--- src/rtl/hazard_pkg.sv ---
// Shared types, constants and the forwarding-select helper for hazard_ctrl.
package hazard_pkg;

  typedef enum logic [1:0] {
    FWD_RF  = 2'b00,
    FWD_WB  = 2'b01,
    FWD_MEM = 2'b10
  } fwd_sel_t;

  typedef enum logic {
    RUN      = 1'b0,
    MEM_WAIT = 1'b1
  } hz_state_t;

  localparam logic [1:0] RESULT_SRC_LOAD = 2'b01;

  // Memory-stage result is newer than Writeback, so it wins; x0 is never forwarded.
  function automatic fwd_sel_t fwd_sel(input logic [4:0] rs,
                                       input logic [4:0] rd_m,
                                       input logic       reg_write_m,
                                       input logic [4:0] rd_w,
                                       input logic       reg_write_w);
    fwd_sel_t sel;
    sel = FWD_RF;
    if (reg_write_m && (rd_m != 5'd0) && (rd_m == rs)) begin
      sel = FWD_MEM;
    end else if (reg_write_w && (rd_w != 5'd0) && (rd_w == rs)) begin
      sel = FWD_WB;
    end
    return sel;
  endfunction

endpackage

--- src/rtl/hazard_ctrl_if.sv ---
// Pipeline <-> hazard unit signal bundle.
interface hazard_ctrl_if #(
  parameter int CNT_W = 16
);
  import hazard_pkg::*;

  logic [4:0]       Rs1D, Rs2D;
  logic [4:0]       Rs1E, Rs2E;
  logic [4:0]       RdE, RdM, RdW;
  logic [1:0]       ResultSrcE;
  logic             RegWriteM, RegWriteW;
  logic             PCSrcE;
  logic             MemReqM, MemReadyM;
  logic [1:0]       ForwardAE, ForwardBE;
  logic             StallF, StallD, StallE, StallM;
  logic             FlushD, FlushE;
  logic             MemErr;
  logic [CNT_W-1:0] StallCnt, FlushCnt;

  // Pipeline side: supplies hazard information, consumes controls.
  modport master (
    output Rs1D, Rs2D, Rs1E, Rs2E, RdE, RdM, RdW, ResultSrcE,
           RegWriteM, RegWriteW, PCSrcE, MemReqM, MemReadyM,
    input  ForwardAE, ForwardBE, StallF, StallD, StallE, StallM,
           FlushD, FlushE, MemErr, StallCnt, FlushCnt
  );

  // Hazard unit side.
  modport slave (
    input  Rs1D, Rs2D, Rs1E, Rs2E, RdE, RdM, RdW, ResultSrcE,
           RegWriteM, RegWriteW, PCSrcE, MemReqM, MemReadyM,
    output ForwardAE, ForwardBE, StallF, StallD, StallE, StallM,
           FlushD, FlushE, MemErr, StallCnt, FlushCnt
  );
endinterface

--- src/rtl/hazard_ctrl_sat_counter.sv ---
// Saturating event counter: counts cycles with inc=1, holds at all-ones.
module sat_counter #(
  parameter int W = 16
) (
  input  logic         clk,
  input  logic         rst,
  input  logic         inc,
  output logic [W-1:0] count
);

  logic [W-1:0] r_count;

  // Increment on each qualifying cycle until all-ones, never wrap.
  always_ff @(posedge clk or posedge rst) begin
    if (rst) begin
      r_count <= '0;
    end else if (inc && (r_count != '1)) begin
      r_count <= r_count + W'(1);
    end
  end

  assign count = r_count;

endmodule

--- src/rtl/hazard_ctrl.sv ---
// Stall/flush/forwarding control for the 5-stage RV32I pipeline, with a
// data-memory wait FSM, sticky timeout flag and perf event counters.
module hazard_ctrl
  import hazard_pkg::*;
#(
  parameter int CNT_W       = 16,
  parameter int MEM_TIMEOUT = 64
) (
  input  logic          clk,
  input  logic          rst,
  hazard_ctrl_if.slave  bus
);

  localparam int             TW    = $clog2(MEM_TIMEOUT + 1);
  localparam logic [TW-1:0]  T_MAX = TW'(MEM_TIMEOUT);

  hz_state_t     r_state, w_next;
  logic [TW-1:0] r_timer;
  logic          r_mem_err;
  logic          w_req_miss, w_mem_hold, w_load_use;
  logic          w_stall_f, w_flush_e;

  assign w_req_miss = bus.MemReqM && !bus.MemReadyM;
  assign w_mem_hold = (r_state == MEM_WAIT) || w_req_miss;
  assign w_load_use = (bus.ResultSrcE == RESULT_SRC_LOAD) && (bus.RdE != 5'd0) &&
                      ((bus.RdE == bus.Rs1D) || (bus.RdE == bus.Rs2D));

  // State register.
  always_ff @(posedge clk or posedge rst) begin
    if (rst) begin
      r_state <= RUN;
    end else begin
      r_state <= w_next;
    end
  end

  // Next state: wait for memory until the first ready cycle.
  always_comb begin
    w_next = r_state;
    case (r_state)
      RUN:      if (w_req_miss)    w_next = MEM_WAIT;
      MEM_WAIT: if (bus.MemReadyM) w_next = RUN;
      default:                     w_next = RUN;
    endcase
  end

  // Wait timer (1 on the first wait cycle, holds at the limit) and sticky timeout.
  always_ff @(posedge clk or posedge rst) begin
    if (rst) begin
      r_timer   <= '0;
      r_mem_err <= 1'b0;
    end else begin
      if (w_next == RUN) begin
        r_timer <= '0;
      end else if (r_state == RUN) begin
        r_timer <= TW'(1);
      end else if (r_timer != T_MAX) begin
        r_timer <= r_timer + TW'(1);
      end
      if ((r_state == MEM_WAIT) && (r_timer == T_MAX)) begin
        r_mem_err <= 1'b1;
      end
    end
  end

  // Outputs: memory hold > redirect > load-use bubble; all quiet in reset.
  always_comb begin
    bus.ForwardAE = FWD_RF;
    bus.ForwardBE = FWD_RF;
    bus.StallF    = 1'b0;
    bus.StallD    = 1'b0;
    bus.StallE    = 1'b0;
    bus.StallM    = 1'b0;
    bus.FlushD    = 1'b0;
    bus.FlushE    = 1'b0;
    if (!rst) begin
      bus.ForwardAE = fwd_sel(bus.Rs1E, bus.RdM, bus.RegWriteM, bus.RdW, bus.RegWriteW);
      bus.ForwardBE = fwd_sel(bus.Rs2E, bus.RdM, bus.RegWriteM, bus.RdW, bus.RegWriteW);
      if (w_mem_hold) begin
        bus.StallF = 1'b1;
        bus.StallD = 1'b1;
        bus.StallE = 1'b1;
        bus.StallM = 1'b1;
      end else if (bus.PCSrcE) begin
        bus.FlushD = 1'b1;
        bus.FlushE = 1'b1;
      end else if (w_load_use) begin
        bus.StallF = 1'b1;
        bus.StallD = 1'b1;
        bus.FlushE = 1'b1;
      end
    end
  end

  assign w_stall_f  = bus.StallF;
  assign w_flush_e  = bus.FlushE;
  assign bus.MemErr = r_mem_err;

  sat_counter #(.W(CNT_W)) u_stall_cnt (
    .clk   (clk),
    .rst   (rst),
    .inc   (w_stall_f),
    .count (bus.StallCnt)
  );

  sat_counter #(.W(CNT_W)) u_flush_cnt (
    .clk   (clk),
    .rst   (rst),
    .inc   (w_flush_e),
    .count (bus.FlushCnt)
  );

endmodule

--- src/flat_wrapper.sv ---
// flat-port wrapper written by rule: the top's interface ports become plain ports
module hazard_ctrl_flat import hazard_pkg::*;
#(
  parameter int CNT_W       = 16,
  parameter int MEM_TIMEOUT = 64
)
  (clk, rst, bus_Rs1D, bus_Rs2D, bus_Rs1E, bus_Rs2E, bus_RdE, bus_RdM, bus_RdW, bus_ResultSrcE, bus_RegWriteM, bus_RegWriteW, bus_PCSrcE, bus_MemReqM, bus_MemReadyM, bus_ForwardAE, bus_ForwardBE, bus_StallF, bus_StallD, bus_StallE, bus_StallM, bus_FlushD, bus_FlushE, bus_MemErr, bus_StallCnt, bus_FlushCnt);
  hazard_ctrl_if #(.CNT_W(CNT_W)) bus_i ();
  input  logic clk;
  input  logic rst;
  input wire logic [$bits(bus_i.Rs1D)-1:0] bus_Rs1D;
  input wire logic [$bits(bus_i.Rs2D)-1:0] bus_Rs2D;
  input wire logic [$bits(bus_i.Rs1E)-1:0] bus_Rs1E;
  input wire logic [$bits(bus_i.Rs2E)-1:0] bus_Rs2E;
  input wire logic [$bits(bus_i.RdE)-1:0] bus_RdE;
  input wire logic [$bits(bus_i.RdM)-1:0] bus_RdM;
  input wire logic [$bits(bus_i.RdW)-1:0] bus_RdW;
  input wire logic [$bits(bus_i.ResultSrcE)-1:0] bus_ResultSrcE;
  input wire logic [$bits(bus_i.RegWriteM)-1:0] bus_RegWriteM;
  input wire logic [$bits(bus_i.RegWriteW)-1:0] bus_RegWriteW;
  input wire logic [$bits(bus_i.PCSrcE)-1:0] bus_PCSrcE;
  input wire logic [$bits(bus_i.MemReqM)-1:0] bus_MemReqM;
  input wire logic [$bits(bus_i.MemReadyM)-1:0] bus_MemReadyM;
  output wire logic [$bits(bus_i.ForwardAE)-1:0] bus_ForwardAE;
  output wire logic [$bits(bus_i.ForwardBE)-1:0] bus_ForwardBE;
  output wire logic [$bits(bus_i.StallF)-1:0] bus_StallF;
  output wire logic [$bits(bus_i.StallD)-1:0] bus_StallD;
  output wire logic [$bits(bus_i.StallE)-1:0] bus_StallE;
  output wire logic [$bits(bus_i.StallM)-1:0] bus_StallM;
  output wire logic [$bits(bus_i.FlushD)-1:0] bus_FlushD;
  output wire logic [$bits(bus_i.FlushE)-1:0] bus_FlushE;
  output wire logic [$bits(bus_i.MemErr)-1:0] bus_MemErr;
  output wire logic [$bits(bus_i.StallCnt)-1:0] bus_StallCnt;
  output wire logic [$bits(bus_i.FlushCnt)-1:0] bus_FlushCnt;
  assign bus_i.Rs1D = bus_Rs1D;
  assign bus_i.Rs2D = bus_Rs2D;
  assign bus_i.Rs1E = bus_Rs1E;
  assign bus_i.Rs2E = bus_Rs2E;
  assign bus_i.RdE = bus_RdE;
  assign bus_i.RdM = bus_RdM;
  assign bus_i.RdW = bus_RdW;
  assign bus_i.ResultSrcE = bus_ResultSrcE;
  assign bus_i.RegWriteM = bus_RegWriteM;
  assign bus_i.RegWriteW = bus_RegWriteW;
  assign bus_i.PCSrcE = bus_PCSrcE;
  assign bus_i.MemReqM = bus_MemReqM;
  assign bus_i.MemReadyM = bus_MemReadyM;
  assign bus_ForwardAE = bus_i.ForwardAE;
  assign bus_ForwardBE = bus_i.ForwardBE;
  assign bus_StallF = bus_i.StallF;
  assign bus_StallD = bus_i.StallD;
  assign bus_StallE = bus_i.StallE;
  assign bus_StallM = bus_i.StallM;
  assign bus_FlushD = bus_i.FlushD;
  assign bus_FlushE = bus_i.FlushE;
  assign bus_MemErr = bus_i.MemErr;
  assign bus_StallCnt = bus_i.StallCnt;
  assign bus_FlushCnt = bus_i.FlushCnt;
  hazard_ctrl #(.CNT_W(CNT_W), .MEM_TIMEOUT(MEM_TIMEOUT)) u_core (.clk(clk), .rst(rst), .bus(bus_i));
endmodule
--- config.mk ---
export PLATFORM = sky130hd
export DESIGN_NAME = hazard_ctrl_flat
export DESIGN_NICKNAME = d
export VERILOG_FILES = /design/src/rtl/hazard_pkg.sv /design/src/rtl/hazard_ctrl_if.sv /design/src/rtl/hazard_ctrl_sat_counter.sv /design/src/rtl/hazard_ctrl.sv /design/src/flat_wrapper.sv
export SDC_FILE = /design/constraint.sdc
export NUM_CORES = 1
export LEC_CHECK = 0
export BUFFER_PORTS_ARGS = -buffer_cell sky130_fd_sc_hd__buf_2
export CAP_MARGIN = 25
export CORE_MARGIN = 2
export CORE_UTILIZATION = 50
export DETAILED_ROUTE_END_ITERATION = 7
export PLACE_DENSITY = 0.8
export SLEW_MARGIN = 15
export SYNTH_ARGS = -nofsm -noshare
export SYNTH_HDL_FRONTEND = slang
export SYNTH_SLANG_ARGS = --single-unit
--- constraint.sdc ---
create_clock -name clk -period 2.1 [get_ports clk]
set_input_delay 0 -clock clk [delete_from_list [all_inputs] [get_ports clk]]
set_output_delay 0 -clock clk [all_outputs]
set_load 0.005 [all_outputs]
After elaboration in Yosys (flattened, before gate mapping)
Cells that the tools add are included.
{"block": "totals", "input_bits": 44, "regBits": 41, "elab_cells": 63, "out_inout_bits": 43}
{"block": "classes", "reduce_logical": 18, "eq_ne": 12, "n_addsub": 3, "mux": 24, "bitwise": 1}
{"cell": "$add 16x1->16 const B", "count": 2}
{"cell": "$ne 16x16->1 const B", "count": 2}
{"cell": "$eq 5x5->1", "count": 6}
{"cell": "$mux 7", "count": 3}
{"cell": "$mux 1", "count": 16}
{"cell": "$reduce_bool 5->1", "count": 3}
{"cell": "$logic_and 1x1->1", "count": 12}
{"cell": "$mux 2", "count": 4}
{"cell": "$add 7x1->7 const B", "count": 1}
{"cell": "$eq 7x7->1 const B", "count": 1}
{"cell": "$ne 7x7->1 const B", "count": 1}
{"cell": "$ne 3x3->1 const B", "count": 1}
{"cell": "$eq 2x1->1 const B", "count": 1}
{"cell": "$logic_or 1x1->1", "count": 2}
{"cell": "$pmux 1 s2", "count": 1}
{"cell": "$logic_not 1->1", "count": 1}
{"cell": "$not 1->1", "count": 1}

Longest topological paths before layout
{"block": "logic_depth", "ltp_word": 8, "ltp_mapped": 8, "mapped_depth_nobuf": 7}

Hierarchy
From an unflattened synthesis, not the netlist that was laid out.
{"block": "hier_totals", "cells_unflattened": 251, "area_unflattened_um2": 2527.4}
{"mod": "sat_counter", "cells_each": 71, "instances": 2, "area_per_inst_um2": 805.8}
{"mod": "hazard_ctrl", "cells_each": 109, "instances": 1, "area_per_inst_um2": 915.9}

Least setup slack after synthesis
No wires, ideal clock.
{"block": "synth_path", "kind": "input to register", "from": "input rst", "to": "register u_core.u_stall_cnt.r_count[14] (netlist: u_core.u_stall_cnt.count[14])", "stages": 7, "t_required_ps": 1976, "t_arrival_ps": 2124, "path_slack_ps": -148, "path_buffers": 1, "cell_sequence": "inv_1 o21ai_0 or2_2 o21ai_4 buf_6 nand4_2 xnor2_1"}
{"block": "synth_via", "elab_chain_cells": 2}
{"element": "from (decl)", "line": "flat_wrapper.sv:10", "text": "input logic rst;"}
{"element": "$mux 1", "line": "hazard_ctrl.sv:76", "text": "if (!rst) begin"}
{"element": "$logic_and 1x1->1", "line": "hazard_ctrl_sat_counter.sv:17", "text": "end else if (inc && (r_count != '1)) begin"}
{"element": "to (signal assigned)", "line": "hazard_ctrl_sat_counter.sv:18", "text": "r_count <= r_count + W'(1);"}
{"element": "to (decl)", "line": "hazard_ctrl_sat_counter.sv:11", "text": "logic [W-1:0] r_count;"}
Every way passes these cells.
A chain may end at the register's enable or synchronous reset.

Worst setup path in the final report
{"block": "layout_path", "from": "input rst", "to": "register u_core.u_flush_cnt.r_count[1] (netlist: u_core.u_flush_cnt.count[1])"}
{"block": "layout_via", "elab_chain_cells": 2}
{"element": "$mux 1", "line": "hazard_ctrl.sv:76"}
{"element": "$logic_and 1x1->1", "line": "hazard_ctrl_sat_counter.sv:17"}
{"element": "to (signal assigned)", "line": "hazard_ctrl_sat_counter.sv:18"}
{"element": "to (decl)", "line": "hazard_ctrl_sat_counter.sv:11"}
Every way passes these cells.

==> results.cfg <==
[outcome]
outcome = finished clean

[critical_path]
max_stage_delay_ps = 540
required_ps = 2270
crit_family = buffers and inverters
cp_data_arrival_time_ps = 2150
critPathKind = in -> reg
critPathMaxFanout = 15
crit_path_start_kind = input pin
cp_cell_sequence = dlygate4sd3_1 -> buf_2 -> or3_1 -> a221o_2 -> nor2_4 -> mux2_2
cp-end-kind = register
crit_slowest_cell = dlygate4sd3_1
cp.buffers_inverters = 2

[grt]
antenna_found_initial = 0
grt_use_total_pct = 20.6
grt_use_met2_pct = 36.4
overflow = 0
grt_pass1_wl_um = 8820
use_met1_pct = 25.7
grt_pass1_vias = 2019
use_met3_pct = 3.66
grt_max_degree = 32
busiest_layer = met2

[sta]
tightestPinTransition_ps = 519
rsz0062_at_grt = no
fin_hold_ws_ps = 132
fin_crit_ps = 1980
slew_headroom_pct = 65.4
period_share_pct = 94.1
hold_violations = 0
setup_viol = 0
skew_ps = 8.91
tns_ps = 0
slew_violations = 0
fmax_ghz = 0.506

[worst_hold_path]
min_path_type = in -> reg

[yosys]
yosysWarningCount = 0
yosysUniqueCellTypes = 42
synth_ff_type = dfrtp_1
synth_enable_flop_cells = 0
synth.largest_area_cell = dfrtp_1
synthArstFlopShare_pct = 100
synthCells = 243
syn_nets = 291
netlist.area_leader.share_pct = 41.6
ys_top_cells_by_area = dfrtp_1 42%, xnor2_1 15%, xor2_1 7.8%
synth_area_um2 = 2470
synthTopCellsByCount = 41 x dfrtp_1, 41 x xnor2_1, 22 x xor2_1, 18 x nand4_1, 17 x nor2_1
yosysSeqAreaShare_pct = 41.6
syn_area_per_cell_um2 = 10.2
ys_ff_latch = 41

[power]
ir_drop_v = 0.000467
p_int_mw = 1.38
p_leak_nw = 1.51
switching_share_pct = 31.1
pwr-share-comb_pct = 26.5
power_density_nw_per_um2 = 636
seq_power_share_pct = 49.7
total_power_mw = 2.00
switching_power_mw = 0.620
clkPwrFrac_pct = 23.8

[route]
wl_um = 5380
wl_per_cell_um = 13.1
drc = 0
initialDrtViolationCount = 114
avgViaCountPerCell = 5.27
vias = 2160
drtPass1Iterations = 4
antenna_left = 0

[floorplanning]
dieArea_um2 = 5510
initial_utilization_pct = 51.9
die_y_um = 74.2
coreArea_um2 = 4750
ios = 87
rows = 25
fp.dieW_um = 74.2

[clock_tree]
insertion_delay_ps = 290
cts_tree = done
clkTransAtPathRegs_ps = 70
clock_sinks = 41
clockBufferDepth = 2
numCtsBuffers = 5
clk_root_buffer_cell = clkbuf_8
htreeDepth = 2

[place]
gp_congestion = 0.787
dp_hpwl_um = 4310
io_buffers = 86
dp.cells = 399

[cells_and_area]
area_delta_synth_final_pct = 27.2
antenna_cells = 0
fin_cells = 410
drive_gt1_share_pct = 35.3
fin_nets = 392

[run]
cap_viol_max_count = 0
[path summary, 6_finish.rpt]
check | startpoint | to | slack (ps) | cells past startpoint
hold / removal | bus_MemReqM | u_core.r_timer[0] | 130 | 4
setup reg to reg | u_core.u_stall_cnt.count[0] | u_core.u_stall_cnt.count[14] | 130 | 8
min in group asynchronous | rst | u_core.u_stall_cnt.count[3] | 330 | 4
max in group asynchronous | rst | u_core.u_flush_cnt.count[15] | 1330 | 4
setup / recovery | rst | u_core.u_flush_cnt.count[1] | 120 | 6
hold reg to reg | u_core.bus.MemErr | u_core.bus.MemErr | 470 | 1
[kinds of logic after synthesis]
| family | after synthesis | synth area share (%) |
|---|---|---|
| AOI/OAI and AO/OA | 12 | 4.51 |
| xor gates and xnor gates | 63 | 22.4 |
| adders and majority gates | 4 | 2.03 |
| buffers and inverters | 13 | 2.94 |
| DFF | 41 | 41.6 |
| muxes | 6 | 2.64 |
| and+or+nand+nor | 104 | 23.9 |
[area by class of cell]
type | instances | area [um^2]
Tap cell | 67 | 83.8
Multi-Input combinational cell | 189 | 1370
Fill cell | 424 | 1620
Clock buffer | 5 | 68.8
Inverter | 7 | 30.0
Clock inverter | 1 | 5.00
Sequential cell | 41 | 1030
Timing Repair Buffer | 100 | 556
[power by group through the flow]
stage	Combinational [mW]	Clock, mW	Sequential (mW)
6_report	0.529	0.475	0.992
5_1_grt	0.593	0.517	1.01
4_1_cts	0.532	0.482	0.992
3_3_place_gp	0.512	0	1.00
3_5_place_dp	0.526	0	1.01
2_1_floorplan	0.261	0	1.01
[stage by stage]
stage                     area [um^2]  utilization [%]  worst slack (ps)
after CTS                        3120             65.7               103
final                            3140             66.0               124
after global placement           3020             63.5               189
after global routing             3140             66.0              29.5
after floorplan                  2470                -               204
after detailed placement         3020             63.5               140
[routing by layer]
metal  up-vias  wire length, um
met3         7              273
met1      1027             2360
met2        68             2700
li1       1058                -
met5         -                0
met4         0               52
[tightest hold or removal path, stage by stage]
cell and delay [ps]:
buf_2 110, nor2_1 100, nor2_1 60, a21boi_0 110
[timing repair]
| item | 4_1_cts | 5_1_grt |
|---|---|---|
| endpoints found under the setup margin | 0 | 1 |
| resized for setup | 0 | 0 |
| hold buffers | 3 | 0 |
| buffers inserted | 0 | 2 |
| endpoints found under the hold margin | 11 | 0 |
[registers in the layout, indices dropped and copies added, names as in the netlist]
register / count
u_core.u_stall_cnt.count: 16
u_core.r_state: 1
u_core.bus.MemErr: 1
u_core.u_flush_cnt.count: 16
u_core.r_timer: 7
[layout by cell type (no fill, tap or decap), types with 3 or more instances in the layout]
cell           netlist  routed
buf_2                1      86
xnor2_1             41      41
dfrtp_1             41      41
xor2_1              22      22
nand4_1             18      18
nor2_1              17      17
nand3_1             15      15
nand2_1             14      14
buf_4                2      10
and3_1               7       7
inv_1                7       6
nor4_1               5       5
nor3_1               5       5
clkbuf_8             0       5
or4_1                4       4
mux2_2               4       4
ha_1                 4       4
nor2b_1              3       3
o21ai_0              3       3
and2_1               3       3
dlygate4sd3_1        0       3
(Power assumes the default switching activity.)
